$ cat src/rtl/rv32i_pkg.sv
// Shared rv32i_seg definitions: ALU op codes, opcodes,
// funct7 constants and operand-select encodings.
package rv32i_pkg;

  typedef enum logic [3:0] {
    ALU_ADD   = 4'b0000,
    ALU_SUB   = 4'b1000,
    ALU_SLL   = 4'b0001,
    ALU_SLT   = 4'b0010,
    ALU_SLTU  = 4'b0011,
    ALU_XOR   = 4'b0100,
    ALU_SRL   = 4'b0101,
    ALU_SRA   = 4'b1101,
    ALU_OR    = 4'b0110,
    ALU_AND   = 4'b0111,
    ALU_PASSB = 4'b1001
  } alu_op_t;

  localparam logic [6:0] OP     = 7'b0110011;
  localparam logic [6:0] OP_IMM = 7'b0010011;
  localparam logic [6:0] LUI    = 7'b0110111;
  localparam logic [6:0] AUIPC  = 7'b0010111;
  localparam logic [6:0] LOAD   = 7'b0000011;
  localparam logic [6:0] STORE  = 7'b0100011;
  localparam logic [6:0] BRANCH = 7'b1100011;
  localparam logic [6:0] JAL    = 7'b1101111;
  localparam logic [6:0] JALR   = 7'b1100111;
  localparam logic [6:0] FENCE  = 7'b0001111;
  localparam logic [6:0] SYSTEM = 7'b1110011;

  localparam logic [6:0] F7_BASE = 7'b0000000;
  localparam logic [6:0] F7_ALT  = 7'b0100000;

  typedef enum logic [1:0] {
    A_ZERO = 2'd0,
    A_RS1  = 2'd1,
    A_PC   = 2'd2
  } a_sel_t;

  typedef enum logic [1:0] {
    B_ZERO = 2'd0,
    B_RS2  = 2'd1,
    B_IMM  = 2'd2
  } b_sel_t;

endpackage

$ cat src/rtl/alu_issue_dec.sv
// Combinational RV32I decoder: instr -> alu_op, operand selects,
// immediate, reg_write, alu_used, illegal.
module alu_issue_dec
  import rv32i_pkg::*;
(
  input  logic [31:0] instr,
  output alu_op_t     alu_op,
  output a_sel_t      a_sel,
  output b_sel_t      b_sel,
  output logic [31:0] imm,
  output logic        reg_write,
  output logic        alu_used,
  output logic        illegal
);

  logic [6:0]  opc;
  logic [2:0]  f3;
  logic [6:0]  f7;
  logic [31:0] imm_i;
  logic [31:0] imm_s;
  logic [31:0] imm_u;
  logic [31:0] shamt;

  assign opc   = instr[6:0];
  assign f3    = instr[14:12];
  assign f7    = instr[31:25];
  assign imm_i = {{20{instr[31]}}, instr[31:20]};
  assign imm_s = {{20{instr[31]}}, instr[31:25], instr[11:7]};
  assign imm_u = {instr[31:12], 12'b0};
  assign shamt = {27'b0, instr[24:20]};

  always_comb begin
    alu_op    = ALU_ADD;
    a_sel     = A_ZERO;
    b_sel     = B_ZERO;
    imm       = '0;
    reg_write = 1'b0;
    alu_used  = 1'b0;
    illegal   = 1'b0;
    unique case (opc)
      OP: begin
        a_sel     = A_RS1;
        b_sel     = B_RS2;
        alu_used  = 1'b1;
        reg_write = 1'b1;
        alu_op    = alu_op_t'({f7[5], f3});
        if (!(f7 == F7_BASE ||
              (f7 == F7_ALT &&
               (f3 == 3'b000 || f3 == 3'b101))))
          illegal = 1'b1;
      end
      OP_IMM: begin
        a_sel     = A_RS1;
        b_sel     = B_IMM;
        alu_used  = 1'b1;
        reg_write = 1'b1;
        imm       = imm_i;
        alu_op    = alu_op_t'({1'b0, f3});
        if (f3 == 3'b001) begin
          imm = shamt;
          if (f7 != F7_BASE) illegal = 1'b1;
        end else if (f3 == 3'b101) begin
          imm    = shamt;
          alu_op = alu_op_t'({f7[5], f3});
          if (f7 != F7_BASE && f7 != F7_ALT)
            illegal = 1'b1;
        end
      end
      LUI: begin
        b_sel     = B_IMM;
        imm       = imm_u;
        alu_op    = ALU_PASSB;
        alu_used  = 1'b1;
        reg_write = 1'b1;
      end
      AUIPC: begin
        a_sel     = A_PC;
        b_sel     = B_IMM;
        imm       = imm_u;
        alu_used  = 1'b1;
        reg_write = 1'b1;
      end
      LOAD: begin
        a_sel     = A_RS1;
        b_sel     = B_IMM;
        imm       = imm_i;
        alu_used  = 1'b1;
        reg_write = 1'b1;
      end
      STORE: begin
        a_sel    = A_RS1;
        b_sel    = B_IMM;
        imm      = imm_s;
        alu_used = 1'b1;
      end
      JAL, JALR: reg_write = 1'b1;
      BRANCH, FENCE, SYSTEM: ;
      default: illegal = 1'b1;
    endcase
    // Malformed encodings issue as an inert bubble-like op.
    if (illegal) begin
      alu_op    = ALU_ADD;
      a_sel     = A_ZERO;
      b_sel     = B_ZERO;
      reg_write = 1'b0;
      alu_used  = 1'b0;
    end
    if (instr[11:7] == 5'd0) reg_write = 1'b0;
  end

endmodule

$ cat src/rtl/alu_issue.sv
// ID/EX issue stage: decode, operand select, valid/ready register.
// ALU_ISSUE_FWD_EN adds ex_fwd_wr/ex_fwd_rd/ex_fwd_res forwarding.
module alu_issue
  import rv32i_pkg::*;
#(
  parameter int XLEN = 32
) (
  input  logic            clk,
  input  logic            rst_n,
  input  logic            in_valid,
  output logic            in_ready,
  input  logic [31:0]     instr,
  input  logic [XLEN-1:0] pc,
  input  logic [XLEN-1:0] rs1_data,
  input  logic [XLEN-1:0] rs2_data,
  input  logic            flush,
`ifdef ALU_ISSUE_FWD_EN
  input  logic            ex_fwd_wr,
  input  logic [4:0]      ex_fwd_rd,
  input  logic [XLEN-1:0] ex_fwd_res,
`endif
  output logic            out_valid,
  input  logic            out_ready,
  output logic [XLEN-1:0] alu_a,
  output logic [XLEN-1:0] alu_b,
  output logic [3:0]      alu_op,
  output logic [4:0]      rd,
  output logic            reg_write,
  output logic            alu_used,
  output logic            illegal
);

  alu_op_t         d_op;
  a_sel_t          d_a_sel;
  b_sel_t          d_b_sel;
  logic [31:0]     d_imm;
  logic            d_wr;
  logic            d_used;
  logic            d_ill;
  logic [XLEN-1:0] src1;
  logic [XLEN-1:0] src2;
  logic [XLEN-1:0] a_nxt;
  logic [XLEN-1:0] b_nxt;
  logic            accept;

  alu_issue_dec u_dec (
    .instr     (instr),
    .alu_op    (d_op),
    .a_sel     (d_a_sel),
    .b_sel     (d_b_sel),
    .imm       (d_imm),
    .reg_write (d_wr),
    .alu_used  (d_used),
    .illegal   (d_ill)
  );

`ifdef ALU_ISSUE_FWD_EN
  assign src1 = (ex_fwd_wr && ex_fwd_rd != 5'd0 &&
                 ex_fwd_rd == instr[19:15]) ?
                ex_fwd_res : rs1_data;
  assign src2 = (ex_fwd_wr && ex_fwd_rd != 5'd0 &&
                 ex_fwd_rd == instr[24:20]) ?
                ex_fwd_res : rs2_data;
`else
  assign src1 = rs1_data;
  assign src2 = rs2_data;
`endif

  always_comb begin
    a_nxt = '0;
    unique case (d_a_sel)
      A_RS1:   a_nxt = src1;
      A_PC:    a_nxt = pc;
      default: a_nxt = '0;
    endcase
  end

  always_comb begin
    b_nxt = '0;
    unique case (d_b_sel)
      B_RS2:   b_nxt = src2;
      B_IMM:   b_nxt = d_imm;
      default: b_nxt = '0;
    endcase
  end

  assign in_ready = !out_valid || out_ready;
  assign accept   = in_valid && in_ready;

  always_ff @(posedge clk) begin
    if (!rst_n) begin
      out_valid <= 1'b0;
      alu_a     <= '0;
      alu_b     <= '0;
      alu_op    <= 4'b0000;
      rd        <= 5'd0;
      reg_write <= 1'b0;
      alu_used  <= 1'b0;
      illegal   <= 1'b0;
    end else begin
      if (flush)          out_valid <= 1'b0;
      else if (accept)    out_valid <= 1'b1;
      else if (out_ready) out_valid <= 1'b0;
      if (accept && !flush) begin
        alu_a     <= a_nxt;
        alu_b     <= b_nxt;
        alu_op    <= d_op;
        rd        <= instr[11:7];
        reg_write <= d_wr;
        alu_used  <= d_used;
        illegal   <= d_ill;
      end
    end
  end

endmodule

$ cat config.mk
export PLATFORM = sky130hd
export DESIGN_NAME = alu_issue
export DESIGN_NICKNAME = d
export VERILOG_FILES = /design/src/rtl/rv32i_pkg.sv /design/src/rtl/alu_issue_dec.sv /design/src/rtl/alu_issue.sv
export SDC_FILE = /design/constraint.sdc
export NUM_CORES = 1
export LEC_CHECK = 0
export CAP_MARGIN = 20
export CELL_PAD_IN_SITES_DETAIL_PLACEMENT = 1
export CELL_PAD_IN_SITES_GLOBAL_PLACEMENT = 2
export CORE_ASPECT_RATIO = 1.25
export CORE_MARGIN = 2
export CORE_UTILIZATION = 19
export CTS_CLUSTER_DIAMETER = 100
export CTS_CLUSTER_SIZE = 24
export DETAILED_ROUTE_END_ITERATION = 10
export PLACE_DENSITY = 0.85
export SYNTH_ARGS = -nofsm -noshare
export SYNTH_HDL_FRONTEND = slang
export SYNTH_HIERARCHICAL = 1
export SYNTH_SLANG_ARGS = --single-unit
$ cat constraint.sdc
create_clock -name clk -period 2.45 [get_ports clk]
set_input_delay 0.49 -clock clk [delete_from_list [all_inputs] [get_ports clk]]
set_output_delay 0.49 -clock clk [all_outputs]
set_load 0.05 [all_outputs]
==> metrics.md, run 1 <==
| Metric | Value |
|---|---|
| Status | finished with violations |
| Failing checks | setup timing |
| Filler cell count in the final layout | between 2000 and 2500 |
| Max frequency | 398.0 MHz |
| H-tree depth | 3 |
| Final instance count without filler cells | 912 |
| Clock root buffer | clkbuf_16 |
| Starting Density | 19.45% |
| Syn_area_per_cell | 9.637 µm² |
| Sequential area share after synthesis | 40.70% |
| RSZ-0062 raised after global routing | yes |
| Synthesized area | 3787 µm² |
| Vias in the first global route | 4841 |
| Power per Cell Area | roughly 390 nW/µm² |
| CP Depth | 10 |
| Post-layout nets | 776 |
| Final setup margin | -0.06252 ns |
| Hold Path Class | flop to flop |
| First-pass GRT wire length | 27260 µm |
| Die area | 21090 µm² |
| Residual DRC count | 0 |
| Post-synth top area share | 40.70% |
| Largest net degree at the start of global routing | 65 |
| Internal power | 0.002352 W |
| WP data arrival | 2.78 ns |
| Logic pwr share | 15.3% |
| Total Routed Length | 19660 µm |
| CP Buf/Inv Count | 3 |
| Max cap viols | 0 |
| Net Sw Power | 0.0008023 W |
| Routed met2 length | 10310 µm |
| CP required | 2.72 ns |
| CTS tree | built |
| Routed WL per cell | 21.55 µm |
| Max_slew headroom | 57.45% |
| Routed Antenna Nets | 0 |
| FF-to-FF path depth | 5 |
| Yosys reg bits | 77 |
| Skew-Pair Late Insertion Delay | 0.35 ns |
| I/O pins | 211 |
| Ys flop type | dfxtp_1 |
| Total CTS buffers | 9 |
| CP Class | input port to flop |
| Netlist cell types | 51 |
| Top sig layer | met4 |
| Layout area overhead | 113.1% |
| Maximum fanout along the worst path | 8 |
| Cell Rows | 57 |
| Cell Area, Placed | 6535 µm² |
| TNS Setup | -0.7182 ns |
| Crit-path most repeated cell | buf_6 |
| Worst setup path end | alu_b[19] |
| Slew @ Worst Pin | between 0.6 and 0.7 ns |
| Die height | 161.9 µm |
| HPWL after DPL | 12800 µm |
| Antenna violations before repair | 3 |
| Fin crit share | 102.6% |
| Worst setup SP type | input port |
| Setup crit end kind | flop |
| Worst-path clk slew | 0.07 ns |
| Met1 Wirelength | between 7000 and 8000 µm |
| Vias per cell | 4.844 |
| Cell taking the most area after synthesis | dfxtp_1 |
| I/O Buffers | 210 |
| Core region area | between 15000 and 20000 µm² |
| Max IR drop VDD | 0.2775 mV |
| Asr flop ratio synth | 0% |
| Initial DRT Pass Iterations | 4 |
| Max Root-Sink Buffers | 2 |
| Critical Path Source | instr[25] |
| GP Congestion | 0.7953 |
| Period minus WS final | 2.513 ns |
| CP max stage delay | 0.58 ns |
| Max-slew violations | 0 |
| Leak | 2.752 nW |
| Clock Power Share | between 40 and 50% |
| CTS Sinks | 77 |
| Max Clock Skew | ~0.008 ns |
| YS warnings | 6 |
| Final number of setup-violating endpoints | 46 |
| Syn Nets | 530 |
| Sw Ratio | 25.43% |
| Crit-path cells | buf_6 -> or4_4 -> nor3_4 -> a21oi_4 -> nor4_4 -> ha_4 -> nand4b_1 -> buf_6 -> buf_16 -> o2bb2ai_2 |
| EDFF count, synth | 0 |
| Hold Fails Final Rpt | 0 |
| DP Worst Slack | -0.7447 ns |
| Fraction of layout cells with a size suffix above 1 | 33.23% |
| DR WL met3 | 971 µm |
| Worst Hold Launch | alu_a[25] |
| R2r endpoint | alu_b[19] |
| Total gr overflow | 0 |
| Design area | 8070 µm² |
| Via Count | 4418 |
| FF-to-FF Start | out_valid |
| Dominant cells by area after synthesis | dfxtp_1 (41%), o2bb2ai_1 (15%), a22oi_1 (13%) |
| Flop pwr share | 39.9% |
| Width of the die | 130.3 µm |
| Slowest cell on the critical path | or4_4 |
| Cell count after synthesis | 393 |
| Hold Path Cell Cnt | 1 |
| CP top delay family | simple AND/OR/NAND/NOR gates |
| R2R Setup Slk | 0.54 ns |
| Post-Place Cells | 877 |
| Worst hold slack | ~0.47 ns |
| First DRT Iteration DRCs | 234 |
| Tot GR Track Use | 16.86% |
[layout by cell type, fill, tap and decap left out, drive strengths merged, types with 3 or more instances in the layout]
master / count
a21boi: 14
ha: 4
buf: 64
nor4: 5
dlymetal6s2s: 3
a22oi: 64
clkbuf: 17
clkdlybuf4s50: 194
nand3: 16
inv: 9
diode: 3
o21ai: 14
dfxtp: 77
nand2: 6
a21o: 19
dlygate4sd2: 5
o2bb2ai: 64
and3: 9
nor2: 9
nor2b: 10
a21oi: 9
[worst register-to-register path, cell delays in order (launching register included)]
cell,delay (ns)
dfxtp_1,0.34
nor2b_4,0.32
inv_2,0.24
a21boi_4,0.22
buf_12,0.41
o2bb2ai_2,0.32
[synth_stat cells (2+ instances only)]
cell type  count
a22oi_1       64
dfxtp_1       77
a21oi_1        8
nor4_1         5
a21o_1        19
a32oi_1        2
clkbuf_1      19
o21ai_0       14
and2b_1        2
nand2_1        6
inv_1          6
nand3_1       16
o2bb2ai_1     64
nor2_1         9
buf_4          6
a21boi_0      12
and3_1         9
ha_1           4
nor2b_1        9
buf_2         11
[power by group through the flow]
stage	Combinational (W)	Clock (W)	Sequential, W
after floorplan	0.000101	0	0.00131
after global placement	0.000425	0	0.00129
after detailed placement	0.000436	0	0.00129
after CTS	0.000455	0.00143	0.00126
after global routing	0.000508	0.00149	0.00126
final	0.000481	0.00141	0.00126
[how the worst min path moves through the flow]
stage	endpoint
6_report	alu_a[25]
3_5_place_dp	alu_a[25]
5_1_grt	alu_a[12]
3_3_place_gp	alu_a[7]
2_1_floorplan	out_valid
4_1_cts	alu_a[13]
[routing by layer]
metal  GRT usage, %  up-vias
li1               -     2044
met5              0        -
met4          6.989        0
met1          18.43     2185
met2          30.58      151
met3          4.249       38
[stage by stage]
stage,utilization [%],power [W]
after floorplan,-,0.001409
after global placement,33.56,0.001713
after detailed placement,33.56,0.001724
after CTS,38.16,0.003148
after global routing,41.45,0.003258
final,41.45,0.003155
[registers in the layout, indices dropped and copies added (netlist names)]
register   count
reg_write      1
out_valid      1
alu_a         32
rd             5
alu_used       1
illegal        1
alu_b         32
alu_op         4
[final cells by class]
class	count	area (µm²)	area share, %
inverter	7	26.28	0.3256
tap	265	331.6	4.109
sequential	77	1541	19.10
antenna	3	7.507	0.09302
clock inverter	6	68.82	0.8527
timing repair buffer	274	2838	35.16
clock buffer	10	239.0	2.961
multi-input combinational	270	3018	37.40
[logic make-up (layout without fill, tap and decap cells)]
group                    count (synthesis)  after routing  share of synthesized area [%]
XOR/XNOR                                 1              1                         0.2313
other                                    0              3                              0
AND/OR/NAND/NOR                         70             70                          11.56
AO/OA/AOI/OAI                          195            195                          40.44
flip-flops                              77             77                          40.70
buffers and inverters                   46            297                          5.748
adder cells (fa/ha/maj)                  4              4                          1.321
[what timing repair did]
item                                    CTS  global route
pin swaps                                40            24
endpoints found under the hold margin     0             0
buffers inserted                          4             3
hold buffers                              0             0
gates cloned                              3             6
resized for setup                       112            77
endpoints found under the setup margin   64            64
(Power assumes the default switching activity.)
==> run 2, diff against run 1 <==
--- a/config.mk
+++ b/config.mk
@@ -5,17 +5,16 @@
 export SDC_FILE = /design/constraint.sdc
 export NUM_CORES = 1
 export LEC_CHECK = 0
-export CAP_MARGIN = 20
+export CAP_MARGIN = 25
 export CELL_PAD_IN_SITES_DETAIL_PLACEMENT = 1
 export CELL_PAD_IN_SITES_GLOBAL_PLACEMENT = 2
-export CORE_ASPECT_RATIO = 1.25
+export CORE_ASPECT_RATIO = 2
 export CORE_MARGIN = 2
 export CORE_UTILIZATION = 19
 export CTS_CLUSTER_DIAMETER = 100
 export CTS_CLUSTER_SIZE = 24
 export DETAILED_ROUTE_END_ITERATION = 10
-export PLACE_DENSITY = 0.85
+export PLACE_DENSITY = 0.87
 export SYNTH_ARGS = -nofsm -noshare
 export SYNTH_HDL_FRONTEND = slang
-export SYNTH_HIERARCHICAL = 1
 export SYNTH_SLANG_ARGS = --single-unit
==> run 2 against run 1 <==
  * The run now ends clean
  * Synthesized cell count increased by 16%
  * Area after synthesis is 1.9% higher
  * Die area increased by 2.1%
  * Final area down 4.8%
  * Cell count grew 6.7%
  * Non-clock buffer count is 2 higher
  * Sequential power hardly changed
  * Total power rose by 6.6%
  * Critical path depth increased by 1
==> metrics.md, run 2 <==
| Metric | Value |
|---|---|
| Period minus WS final | 2.365 ns |
| Hold Path Class | flop to flop |
| Post-Place Cells | 942 |
| Die height | 205.5 µm |
| Worst-path clk slew | 0.06 ns |
| Skew-Pair Late Insertion Delay | 0.35 ns |
| Most frequent cells in the layout | clkdlybuf4s50_1 (191), dfxtp_1 (77), a21oi_1 (50), nor2b_1 (47), buf_4 (44) |
| Slew @ Worst Pin | a little under 0.6 ns |
| Cell count after synthesis | 457 |
| Logic pwr share | 19.6% |
| Sequential area share after synthesis | between 30 and 40% |
| R2R Setup Slk | between 0.7 and 0.8 ns |
| GP Congestion | 0.8696 |
| Max cap viols | 0 |
| Hold endpoint | alu_used |
| Routed Antenna Nets | 0 |
| Util after Layout | 38.58% |
| WP data arrival | roughly 2.6 ns |
| Tot GR Track Use | 16.93% |
| Worst Hold Launch | alu_used |
| Net Sw Power | 0.0008758 W |
| Vias per cell | ~4.8 |
| Max frequency | 422.9 MHz |
| Routed WL per cell | 20.07 µm |
| Maximum fanout along the worst path | 7 |
| Netlist cell types | 51 |
| RSZ-0062 raised after global routing | yes |
| Count leader, synth | dfxtp_1 |
| Fraction of layout cells with a size suffix above 1 | a little over a quarter |
| I/O pins | about 210 |
| Clock root buffer | clkbuf_16 |
| Slowest cell on the critical path | nor4_4 |
| Dominant cells by area after synthesis | dfxtp_1 (40%), a22oi_1 (11%), nor2b_1 (7.9%) |
| Cell Rows | 73 |
| Final instance count without filler cells | 973 |
| Clock Power Share | between 40% and 50% |
| Max Clock Skew | roughly 0.0062 ns |
| Antenna violations before repair | 2 |
| H-tree depth | 3 |
| Largest net degree at the start of global routing | 54 |
| Sw Ratio | a little over a quarter |
| HPWL after DPL | 14120 µm |
| Antenna Cells | 0 |
| Total CTS buffers | 9 |
| TNS Setup | 0 ns |
| CP required | approximately 2.7 ns |
| Residual DRC count | 0 |
| Ys flop type | dfxtp_1 |
| Hold buffer count at CTS | 0 |
| CTS tree | built |
| Final number of setup-violating endpoints | 0 |
| First DRT Iteration DRCs | approximately 110 |
| Hold Fails Final Rpt | 0 |
| Via Count | 4675 |
| FF-to-FF path depth | 8 |
| Post-synth top area share | about two fifths |
| Initial DRT Pass Iterations | 4 |
| Core region area | 19910 µm² |
| FF-to-FF Start | out_valid |
| Synthesized area | 3857 µm² |
| I/O Buffers | 210 |
| R2r endpoint | alu_a[6] |
| Total Power | 0.003363 W |
| Fin crit share | 96.53% |
| Filler cell count in the final layout | 2291 |
| Total Routed Length | 19530 µm |
| Max IR drop VDD | 0.3293 mV |
| CTS Sinks | 77 |
| EDFF count, synth | 0 |
| Top cells by count, synth | dfxtp_1 (77), a21oi_1 (56), a22oi_1 (56) |
| Vias in the first global route | 4914 |
| Commonest non-fill, non-tap cell in the layout | clkdlybuf4s50_1 |
| First-pass GRT wire length | between 20000 and 30000 µm |
| CP max stage delay | 0.37 ns |
| Total gr overflow | 0 |
| Largest regs | alu_a: 32 flops, alu_b: 32 flops, rd: 5 flops |
| Cell taking the most area after synthesis | dfxtp_1 |
| Hold Path Cell Cnt | 2 |
| Worst setup SP type | input port |
| Crit-path cells | buf_6 -> nor4_4 -> and2_4 -> a21o_1 -> nand3_4 -> a211o_1 -> ha_4 -> nor2b_4 -> and3_4 -> a221oi_2 -> nor2b_1 |
| CP Class | input port to flop |
| Max_slew headroom | 60.36% |
| Width of the die | 104.8 µm |
| Setup crit end kind | flop |
| Leak | approximately 2.7 nW |
| YS warnings | 0 |
| Syn_area_per_cell | around 8.4 µm² |
| Max-slew violations | 0 |
| Layout area overhead | 99.16% |
| Max Root-Sink Buffers | 2 |
| Asr flop ratio synth | 0% |
| Yosys reg bits | 77 |
| Internal power | 0.002487 W |
| Die area | between 20000 and 25000 µm² |
| Power per Cell Area | 437.7 nW/µm² |
| Syn Nets | 594 |
| Flop pwr share | a little under two fifths |
| Starting Density | 19.37% |
| Post-layout nets | 843 |
| Status | finished clean |
==> run 2: how the worst max path moves through the flow <==
stage,startpoint,end,cells after the start
6_report,instr[27],alu_b[7],11
5_1_grt,instr[1],alu_a[6],13
4_1_cts,instr[13],alu_b[5],12
3_5_place_dp,instr[31],alu_b[5],12
3_3_place_gp,instr[31],alu_b[7],12
2_1_floorplan,instr[3],alu_b[5],11
==> run 2: kinds of logic after synthesis <==
| group | Yosys count | synth area share, % |
|---|---|---|
| AO/OA/AOI/OAI | 171 | 28.19 |
| AND/OR/NAND/NOR | 153 | 22.93 |
| flip-flops | 77 | 39.96 |
| buffers and inverters | 45 | 5.838 |
| multiplexers | 6 | 1.557 |
| adder cells (fa/ha/maj) | 4 | 1.297 |
| XOR/XNOR | 1 | 0.2271 |
==> run 2: layout make-up <==
type / instances / area (µm²) / area share [%]
Timing Repair Buffer: 276 / 2841 / 36.99
Multi-Input combinational cell: 335 / 2633 / 34.27
Sequential cell: 77 / 1541 / 20.07
Tap cell: 262 / 327.8 / 4.267
Clock buffer: 13 / 270.3 / 3.518
Clock inverter: 3 / 42.54 / 0.5537
Inverter: 7 / 26.28 / 0.3420
==> run 2: repair_timing <==
item / 4_1_cts / 5_1_grt
setup buffers: 5 / 4
pin swaps: 17 / 10
resized for setup: 84 / 62
cloned: 1 / 5
endpoints found under the setup margin: 64 / 64
==> run 2: critical path: cells and delay by family <==
kind,cells,cell delay [ns]
adder cells (fa/ha/maj),1,0.35
AND/OR/NAND/NOR,6,1.02
AO/OA/AOI/OAI,3,0.64
buffers and inverters,1,0.10
==> run 2: metal layers <==
metal | GRT usage, % | vias to the layer above | share of wire (%)
met3 | 3.009 | 56 | 3.8
met2 | 34.07 | 161 | 58
met1 | 15.15 | 2268 | 32
met4 | 10.43 | 0 | 6.0
li1 | - | 2190 | -
met5 | 0 | - | 0
==> run 2: power by group through the flow <==
stage | combinational [W] | clock, W | sequential, W
global placement | 0.000603 | 0 | 0.00131
floorplan | 0.000144 | 0 | 0.00138
CTS | 0.000632 | 0.00147 | 0.00128
detailed placement | 0.000607 | 0 | 0.00131
finish | 0.000658 | 0.00142 | 0.00128
global route | 0.000695 | 0.00151 | 0.00129
==> run 2: metrics by stage <==
stage                     area, µm²  hold slack (ns)  worst slack (ns)
final                          7682           0.4622           0.08513
after global routing           7682           0.4917          -0.01564
after CTS                      7297           0.4682         -0.004445
after detailed placement       6665           0.4591           -0.8034
after global placement         6665           0.4465           -0.7698
after floorplan                3926           0.5661          -0.02414
